[src/rtl/matrix_mult_seq_if.sv]
// Operand/result memory bus and control handshake for the matrix multiply sequencer.
// master = sequencer side, slave = wrapper/memory side.
interface matrix_mult_seq_if #(
    parameter int N  = 2,
    parameter int DW = 8,
    parameter int CW = 2 * DW,
    parameter int AW = $clog2(N * N)
);
    logic          start;
    logic          busy;
    logic          done;
    logic          a_rd;
    logic [AW-1:0] a_addr;
    logic [DW-1:0] a_data;
    logic          b_rd;
    logic [AW-1:0] b_addr;
    logic [DW-1:0] b_data;
    logic          c_we;
    logic [AW-1:0] c_addr;
    logic [CW-1:0] c_data;
    logic          ovf;

    modport master (
        input  start, a_data, b_data,
        output busy, done, a_rd, a_addr, b_rd, b_addr, c_we, c_addr, c_data, ovf
    );

    modport slave (
        output start, a_data, b_data,
        input  busy, done, a_rd, a_addr, b_rd, b_addr, c_we, c_addr, c_data, ovf
    );
endinterface

[src/rtl/matrix_mult_seq.sv]
// Sequencer + MAC datapath computing C = A x B over synchronous-read operand RAMs.
// Optional saturation of C elements (with sticky ovf) is enabled by defining MATRIX_SAT_EN.
module matrix_mult_seq #(
    parameter int N  = 2,
    parameter int DW = 8,
    parameter int CW = 2 * DW,
    parameter int AW = $clog2(N * N)
) (
    input  logic                clk,
    input  logic                rst,
    matrix_mult_seq_if.master   bus
);
    localparam int IW = $clog2(N);
`ifdef MATRIX_SAT_EN
    localparam int ACCW = 2 * DW + $clog2(N);
    localparam logic [ACCW-1:0] CMAX = (ACCW'(1) << CW) - ACCW'(1);
`else
    // A mod-2^CW sum equals the low CW bits of the wide sum, so truncation needs no extra bits.
    localparam int ACCW = CW;
`endif

    typedef enum logic [2:0] {IDLE, RUN, DRAIN, WRITE, DONE} state_t;

    state_t          state_reg, state_next;
    logic [IW-1:0]   i_reg, i_next, j_reg, j_next, k_reg, k_next;
    logic [ACCW-1:0] acc_reg, acc_next;
    logic            rd_vld_reg;
    logic [ACCW-1:0] prod;

    function automatic logic [AW-1:0] idx(input logic [IW-1:0] r, input logic [IW-1:0] c);
        return AW'(int'(r) * N + int'(c));
    endfunction

    assign prod = ACCW'(bus.a_data) * ACCW'(bus.b_data);

    always_ff @(posedge clk or posedge rst) begin
        if (rst) begin
            state_reg  <= IDLE;
            i_reg      <= '0;
            j_reg      <= '0;
            k_reg      <= '0;
            acc_reg    <= '0;
            rd_vld_reg <= 1'b0;
        end else begin
            state_reg  <= state_next;
            i_reg      <= i_next;
            j_reg      <= j_next;
            k_reg      <= k_next;
            acc_reg    <= acc_next;
            rd_vld_reg <= (state_reg == RUN);
        end
    end

    always_comb begin
        state_next = state_reg;
        i_next     = i_reg;
        j_next     = j_reg;
        k_next     = k_reg;
        acc_next   = acc_reg;
        bus.busy   = 1'b0;
        bus.done   = 1'b0;
        bus.a_rd   = 1'b0;
        bus.a_addr = '0;
        bus.b_rd   = 1'b0;
        bus.b_addr = '0;
        bus.c_we   = 1'b0;
        bus.c_addr = '0;
        case (state_reg)
            IDLE: begin
                if (bus.start) begin
                    state_next = RUN;
                    i_next     = '0;
                    j_next     = '0;
                    k_next     = '0;
                    acc_next   = '0;
                end
            end
            RUN: begin
                bus.busy   = 1'b1;
                bus.a_rd   = 1'b1;
                bus.b_rd   = 1'b1;
                bus.a_addr = idx(i_reg, k_reg);
                bus.b_addr = idx(k_reg, j_reg);
                // k == 0 starts a fresh element; the product arriving then belongs to nothing.
                acc_next   = ((k_reg == '0) ? '0 : acc_reg) + (rd_vld_reg ? prod : '0);
                if (k_reg == IW'(N - 1)) begin
                    k_next     = '0;
                    state_next = DRAIN;
                end else begin
                    k_next = k_reg + IW'(1);
                end
            end
            DRAIN: begin
                bus.busy   = 1'b1;
                acc_next   = acc_reg + (rd_vld_reg ? prod : '0);
                state_next = WRITE;
            end
            WRITE: begin
                bus.busy   = 1'b1;
                bus.c_we   = 1'b1;
                bus.c_addr = idx(i_reg, j_reg);
                if (j_reg == IW'(N - 1)) begin
                    j_next = '0;
                    i_next = i_reg + IW'(1);
                end else begin
                    j_next = j_reg + IW'(1);
                end
                if (i_reg == IW'(N - 1) && j_reg == IW'(N - 1))
                    state_next = DONE;
                else
                    state_next = RUN;
            end
            DONE: begin
                bus.done   = 1'b1;
                state_next = IDLE;
            end
            default: state_next = IDLE;
        endcase
    end

`ifdef MATRIX_SAT_EN
    logic ovf_reg;

    always_ff @(posedge clk or posedge rst) begin
        if (rst)
            ovf_reg <= 1'b0;
        else if (state_reg == IDLE && bus.start)
            ovf_reg <= 1'b0;
        else if (state_reg == WRITE && acc_reg > CMAX)
            ovf_reg <= 1'b1;
    end

    assign bus.c_data = (acc_reg > CMAX) ? {CW{1'b1}} : acc_reg[CW-1:0];
    assign bus.ovf    = ovf_reg;
`else
    assign bus.c_data = acc_reg;
    assign bus.ovf    = 1'b0;
`endif
endmodule

[src/flat_wrapper.sv]
// flat-port wrapper written by rule: the top's interface ports become plain ports
module matrix_mult_seq_flat 
#(
    parameter int N  = 2,
    parameter int DW = 8,
    parameter int CW = 2 * DW,
    parameter int AW = $clog2(N * N)
)
  (clk, rst, bus_start, bus_a_data, bus_b_data, bus_busy, bus_done, bus_a_rd, bus_a_addr, bus_b_rd, bus_b_addr, bus_c_we, bus_c_addr, bus_c_data, bus_ovf);
  matrix_mult_seq_if #(.N(N), .DW(DW), .CW(CW), .AW(AW)) bus_i ();
  input  logic clk;
  input  logic rst;
  input wire logic [$bits(bus_i.start)-1:0] bus_start;
  input wire logic [$bits(bus_i.a_data)-1:0] bus_a_data;
  input wire logic [$bits(bus_i.b_data)-1:0] bus_b_data;
  output wire logic [$bits(bus_i.busy)-1:0] bus_busy;
  output wire logic [$bits(bus_i.done)-1:0] bus_done;
  output wire logic [$bits(bus_i.a_rd)-1:0] bus_a_rd;
  output wire logic [$bits(bus_i.a_addr)-1:0] bus_a_addr;
  output wire logic [$bits(bus_i.b_rd)-1:0] bus_b_rd;
  output wire logic [$bits(bus_i.b_addr)-1:0] bus_b_addr;
  output wire logic [$bits(bus_i.c_we)-1:0] bus_c_we;
  output wire logic [$bits(bus_i.c_addr)-1:0] bus_c_addr;
  output wire logic [$bits(bus_i.c_data)-1:0] bus_c_data;
  output wire logic [$bits(bus_i.ovf)-1:0] bus_ovf;
  assign bus_i.start = bus_start;
  assign bus_i.a_data = bus_a_data;
  assign bus_i.b_data = bus_b_data;
  assign bus_busy = bus_i.busy;
  assign bus_done = bus_i.done;
  assign bus_a_rd = bus_i.a_rd;
  assign bus_a_addr = bus_i.a_addr;
  assign bus_b_rd = bus_i.b_rd;
  assign bus_b_addr = bus_i.b_addr;
  assign bus_c_we = bus_i.c_we;
  assign bus_c_addr = bus_i.c_addr;
  assign bus_c_data = bus_i.c_data;
  assign bus_ovf = bus_i.ovf;
  matrix_mult_seq #(.N(N), .DW(DW), .CW(CW), .AW(AW)) u_core (.clk(clk), .rst(rst), .bus(bus_i));
endmodule
[config.mk]
export PLATFORM = sky130hd
export DESIGN_NAME = matrix_mult_seq_flat
export DESIGN_NICKNAME = d
export VERILOG_FILES = /design/src/rtl/matrix_mult_seq_if.sv /design/src/rtl/matrix_mult_seq.sv /design/src/flat_wrapper.sv
export SDC_FILE = /design/constraint.sdc
export NUM_CORES = 1
export LEC_CHECK = 0
export CAP_MARGIN = 5
export CORE_MARGIN = 4
export CORE_UTILIZATION = 58
export DETAILED_ROUTE_END_ITERATION = 8
export GPL_ROUTABILITY_DRIVEN = 0
export PLACE_DENSITY_LB_ADDON = 0.25
export RECOVER_POWER = 50
export SLEW_MARGIN = 20
export SYNTH_ARGS = -nofsm -noshare
export SYNTH_HDL_FRONTEND = slang
export SYNTH_SLANG_ARGS = --single-unit
[constraint.sdc]
create_clock -name clk -period 3.4 [get_ports clk]
set_clock_uncertainty 0.1 [all_clocks]
set_input_delay 0.68 -clock clk [delete_from_list [all_inputs] [get_ports clk]]
set_output_delay 0.68 -clock clk [all_outputs]
set_load 0.01 [all_outputs]
==> summary.txt <==
Outcome
  – Status: complete, but fails checks
  – Violations in the final reports: negative setup slack

Critical path
  – Crit path top cell by count: fa_1
  – Critical path fanouts, max: 5
  – Signal arrival time at the worst endpoint: 5830 ps
  – Worst reg2reg path endpoint: u_core.bus.c_data[15]
  – Logic depth of the worst register-to-register path: 13
  – Critical path data required time: 3480 ps
  – Worst path max stage delay: 540 ps
  – Critical-path top delay cell: fa_1
  – Launch instance of the worst register-to-register path: u_core.state_reg[0]
  – CP delay by family, top: adder cells
  – Kind of critical path: input pin to flop
  – Kind of start point of the critical path: input pin
  – Setup crit end kind: flop
  – Flop2flop setup slack: 120 ps
  – WP buf/inv: 4

Place
  – Instance area at placement: 5360 µm²
  – Total instance count after detailed placement: 640
  – Dpl hpwl: 8280 µm
  – Count of input and output buffers: 45

GRT
  – Met3 Use GR: 2.92%
  – Most congested layer reported by global routing: met2
  – Global-route wire length before repair: 19200 µm
  – Total Routing Usage GR: 28.6%
  – Number of global-route vias before repair: 4089
  – Global route overflow: 0
  – Met1 Use GR: 34.3%
  – Met2 Usage GRT: 52.5%
  – Antenna violations before repair: 0
  – Maximum number of pins on one net before global-route repair: 24

Drt
  – DR DRC count: 0
  – Detailed-route via count: 4080
  – Total iterations of the first detailed-routing run: 5
  – Wirelength per Cell: 21.8 µm
  – Vias per inst: 6.20
  – Total length of routed wires: 14300 µm
  – Antenna violation net count after detailed routing: 0
  – Violation count after the first detailed-routing iteration: 343

Floorplanning
  – Initial Utilization: 60.5%
  – Core region area: 6460 µm²
  – Floorplan die area: 8110 µm²
  – Row count: 29
  – Y dimension of the die: 90.1 µm
  – Die span in x: 90.1 µm
  – IO Count: 47

STA
  – Maximum operating frequency: 174 MHz
  – Slew HR: 33.9%
  – Number of pins exceeding their max-slew limit in the final report: 0
  – Final hold viol count: 0
  – Share of the clock period used by the worst path: 169%
  – Minimum clock period after layout: 5750 ps
  – Setup repair after global routing missed its margin: yes
  – Hold Worst Slack: 420 ps
  – Transition time of the tightest slew-check pin: 991 ps
  – Least setup slack across all paths after layout: -2350 ps
  – Setup-violating endpoint count in the final report: 12

Layout
  – Area growth, synth to finish: 49.5%
  – Share of final-layout standard cells stronger than drive strength 1: 37.9%
  – Number of inserted diodes: 0
  – Number of nets in the layout: 689
  – Count of placed standard cells in the final layout, fillers left out: 658
  – Largest register FFs: 16
  – Cell area after layout: 5840 µm²

Hold path
  – Destination of the worst hold path: u_core.bus.c_data[0]
  – Worst hold path depth: 2
  – Worst Hold Launch: u_core.bus.c_data[0]
  – Path category of the worst min-delay check: flop to flop

Pwr
  – Post-layout total power: 5.28 mW
  – Total power per unit cell area: 904 nW/µm²
  – Worst IR Drop VDD: 818 µV
  – Pleak: 2.78 nW

Yosys
  – Post-synth ARST share: 100%
  – Post-synthesis instance total: 448
  – Most numerous cell types in the synthesized netlist: and2_1, inv_1, ha_1, fa_1, nand2_1
  – Synthesized Nets: 555
  – Portion of the post-synthesis area used by sequential elements: 14.7%
  – Number of flops mapped to enable cells by yosys: 0
  – Synth Flop Type: dfrtp_1
  – Share of Yosys cell area claimed by the top area cell type: 19.0%
  – Cell types with the largest area share after synthesis: fa_1, ha_1, dfrtp_1, and2_1, inv_1
  – Flip-flop and latch count after synthesis: 23
  – Post-Syn Area: 3900 µm²
  – Mean cell area of the mapped netlist: 8.72 µm²
  – Most frequent cell after synthesis: and2_1
  – Unique cell type count in the Yosys netlist: 43
  – Warnings, synthesis: 0
  – Top cell type by total area after synthesis: fa_1

Clock tree
  – Num Clock Sinks: 23
  – Clk Tree Root Cell: clkbuf_8
  – CTS max path bufs: 2
  – Clock insertion delay at the later pin of the skew report: 280 ps
  – Total CTS buffers: 3
  – CTS tree: done
  – Clk pin slew, worst setup/hold paths: 100 ps
  – Hold bufs inserted after CTS: 0
  – Total number of H-tree levels: 1

Flow run
  – Reported max-cap violation count: 0
final cells by class:
cell class / instances / area [µm²]
multi-input combinational: 353 / 3650
clock buffer: 3 / 41.3
inverter: 62 / 233
timing repair buffer: 139 / 1240
tap: 77 / 96.3
fill: 260 / 622
sequential: 23 / 576
clock inverter: 1 / 7.51
routing by layer:
metal / routed length (µm) / vias to the layer above
met5: 0 / -
met4: 969 / 0
met3: 837 / 99
met2: 7290 / 252
met1: 5250 / 1982
li1: - / 1747
metrics by stage:
step                      utilization (%)  setup WS (ps)  TNS, ps
after floorplan                         -          -1920   -15070
after global placement               82.9          -2580   -26970
after CTS                            85.8          -1990   -18470
final                                90.4          -2350   -20550
after global routing                 90.4          -2500   -21830
after detailed placement             82.9          -2770   -28110
logic make-up (layout without fill, tap and decap cells):
logic type	Yosys count	count (layout)	share of synthesized area [%]
AOI/OAI and AO/OA	86	86	15.8
xor gates and xnor gates	21	21	4.71
adders and majority gates	88	88	35.3
buffers and inverters	72	205	7.24
DFF	23	23	14.7
muxes	1	1	0.256
other	1	1	0.0960
and+or+nand+nor	156	156	21.8
placed cells by master (no fill, tap or decap), types with 4 or more instances in the layout:
| master | n |
|---|---|
| buf_4 | 73 |
| inv_1 | 51 |
| and2_1 | 47 |
| fa_1 | 32 |
| ha_1 | 30 |
| buf_6 | 27 |
| clkdlybuf4s50_1 | 27 |
| nand2_1 | 23 |
| dfrtp_1 | 23 |
| and2_4 | 22 |
| ha_4 | 19 |
| nor2b_1 | 16 |
| nor2_1 | 15 |
| xnor2_1 | 12 |
| inv_2 | 11 |
| a21oi_1 | 10 |
| a22o_1 | 9 |
| a21oi_2 | 8 |
| a21o_1 | 7 |
| o21ai_0 | 7 |
| xor2_1 | 6 |
| o21a_1 | 5 |
| a21oi_4 | 5 |
| o21ai_2 | 5 |
| fa_2 | 5 |
| and3_1 | 4 |
| nor2_2 | 4 |
| buf_2 | 4 |
timing repair:
action                     4_1_cts  5_1_grt
pin swaps                       51       52
buffers inserted                 6        9
setup endpoints to repair       13       13
gates resized for setup         99       56
worst max path at each step:
stage	from	end	slack, ps	cells after the start
CTS	bus_b_data[2]	u_core.bus.c_data[15]	-1990	25
floorplan	bus_a_data[3]	u_core.bus.c_data[15]	-1920	20
global placement	bus_b_data[5]	u_core.bus.c_data[12]	-2580	25
global route	bus_b_data[3]	u_core.bus.c_data[15]	-2500	24
detailed placement	bus_b_data[5]	u_core.bus.c_data[15]	-2770	24
finish	bus_a_data[3]	u_core.bus.c_data[15]	-2350	25
tightest hold or removal path, cell delays in order (launching register included):
cell	delay [ps]
dfrtp_1	380
nand2_1	50
o21ai_0	60
report_power, final:
part | leakage, nW | switching [mW] | internal, mW
Combinational | 2.46 | 2.24 | 2.32
Clock | 0.0217 | 0.111 | 0.0835
Sequential | 0.294 | 0.125 | 0.398
Note: power is estimated with default switching activity, not from simulation.
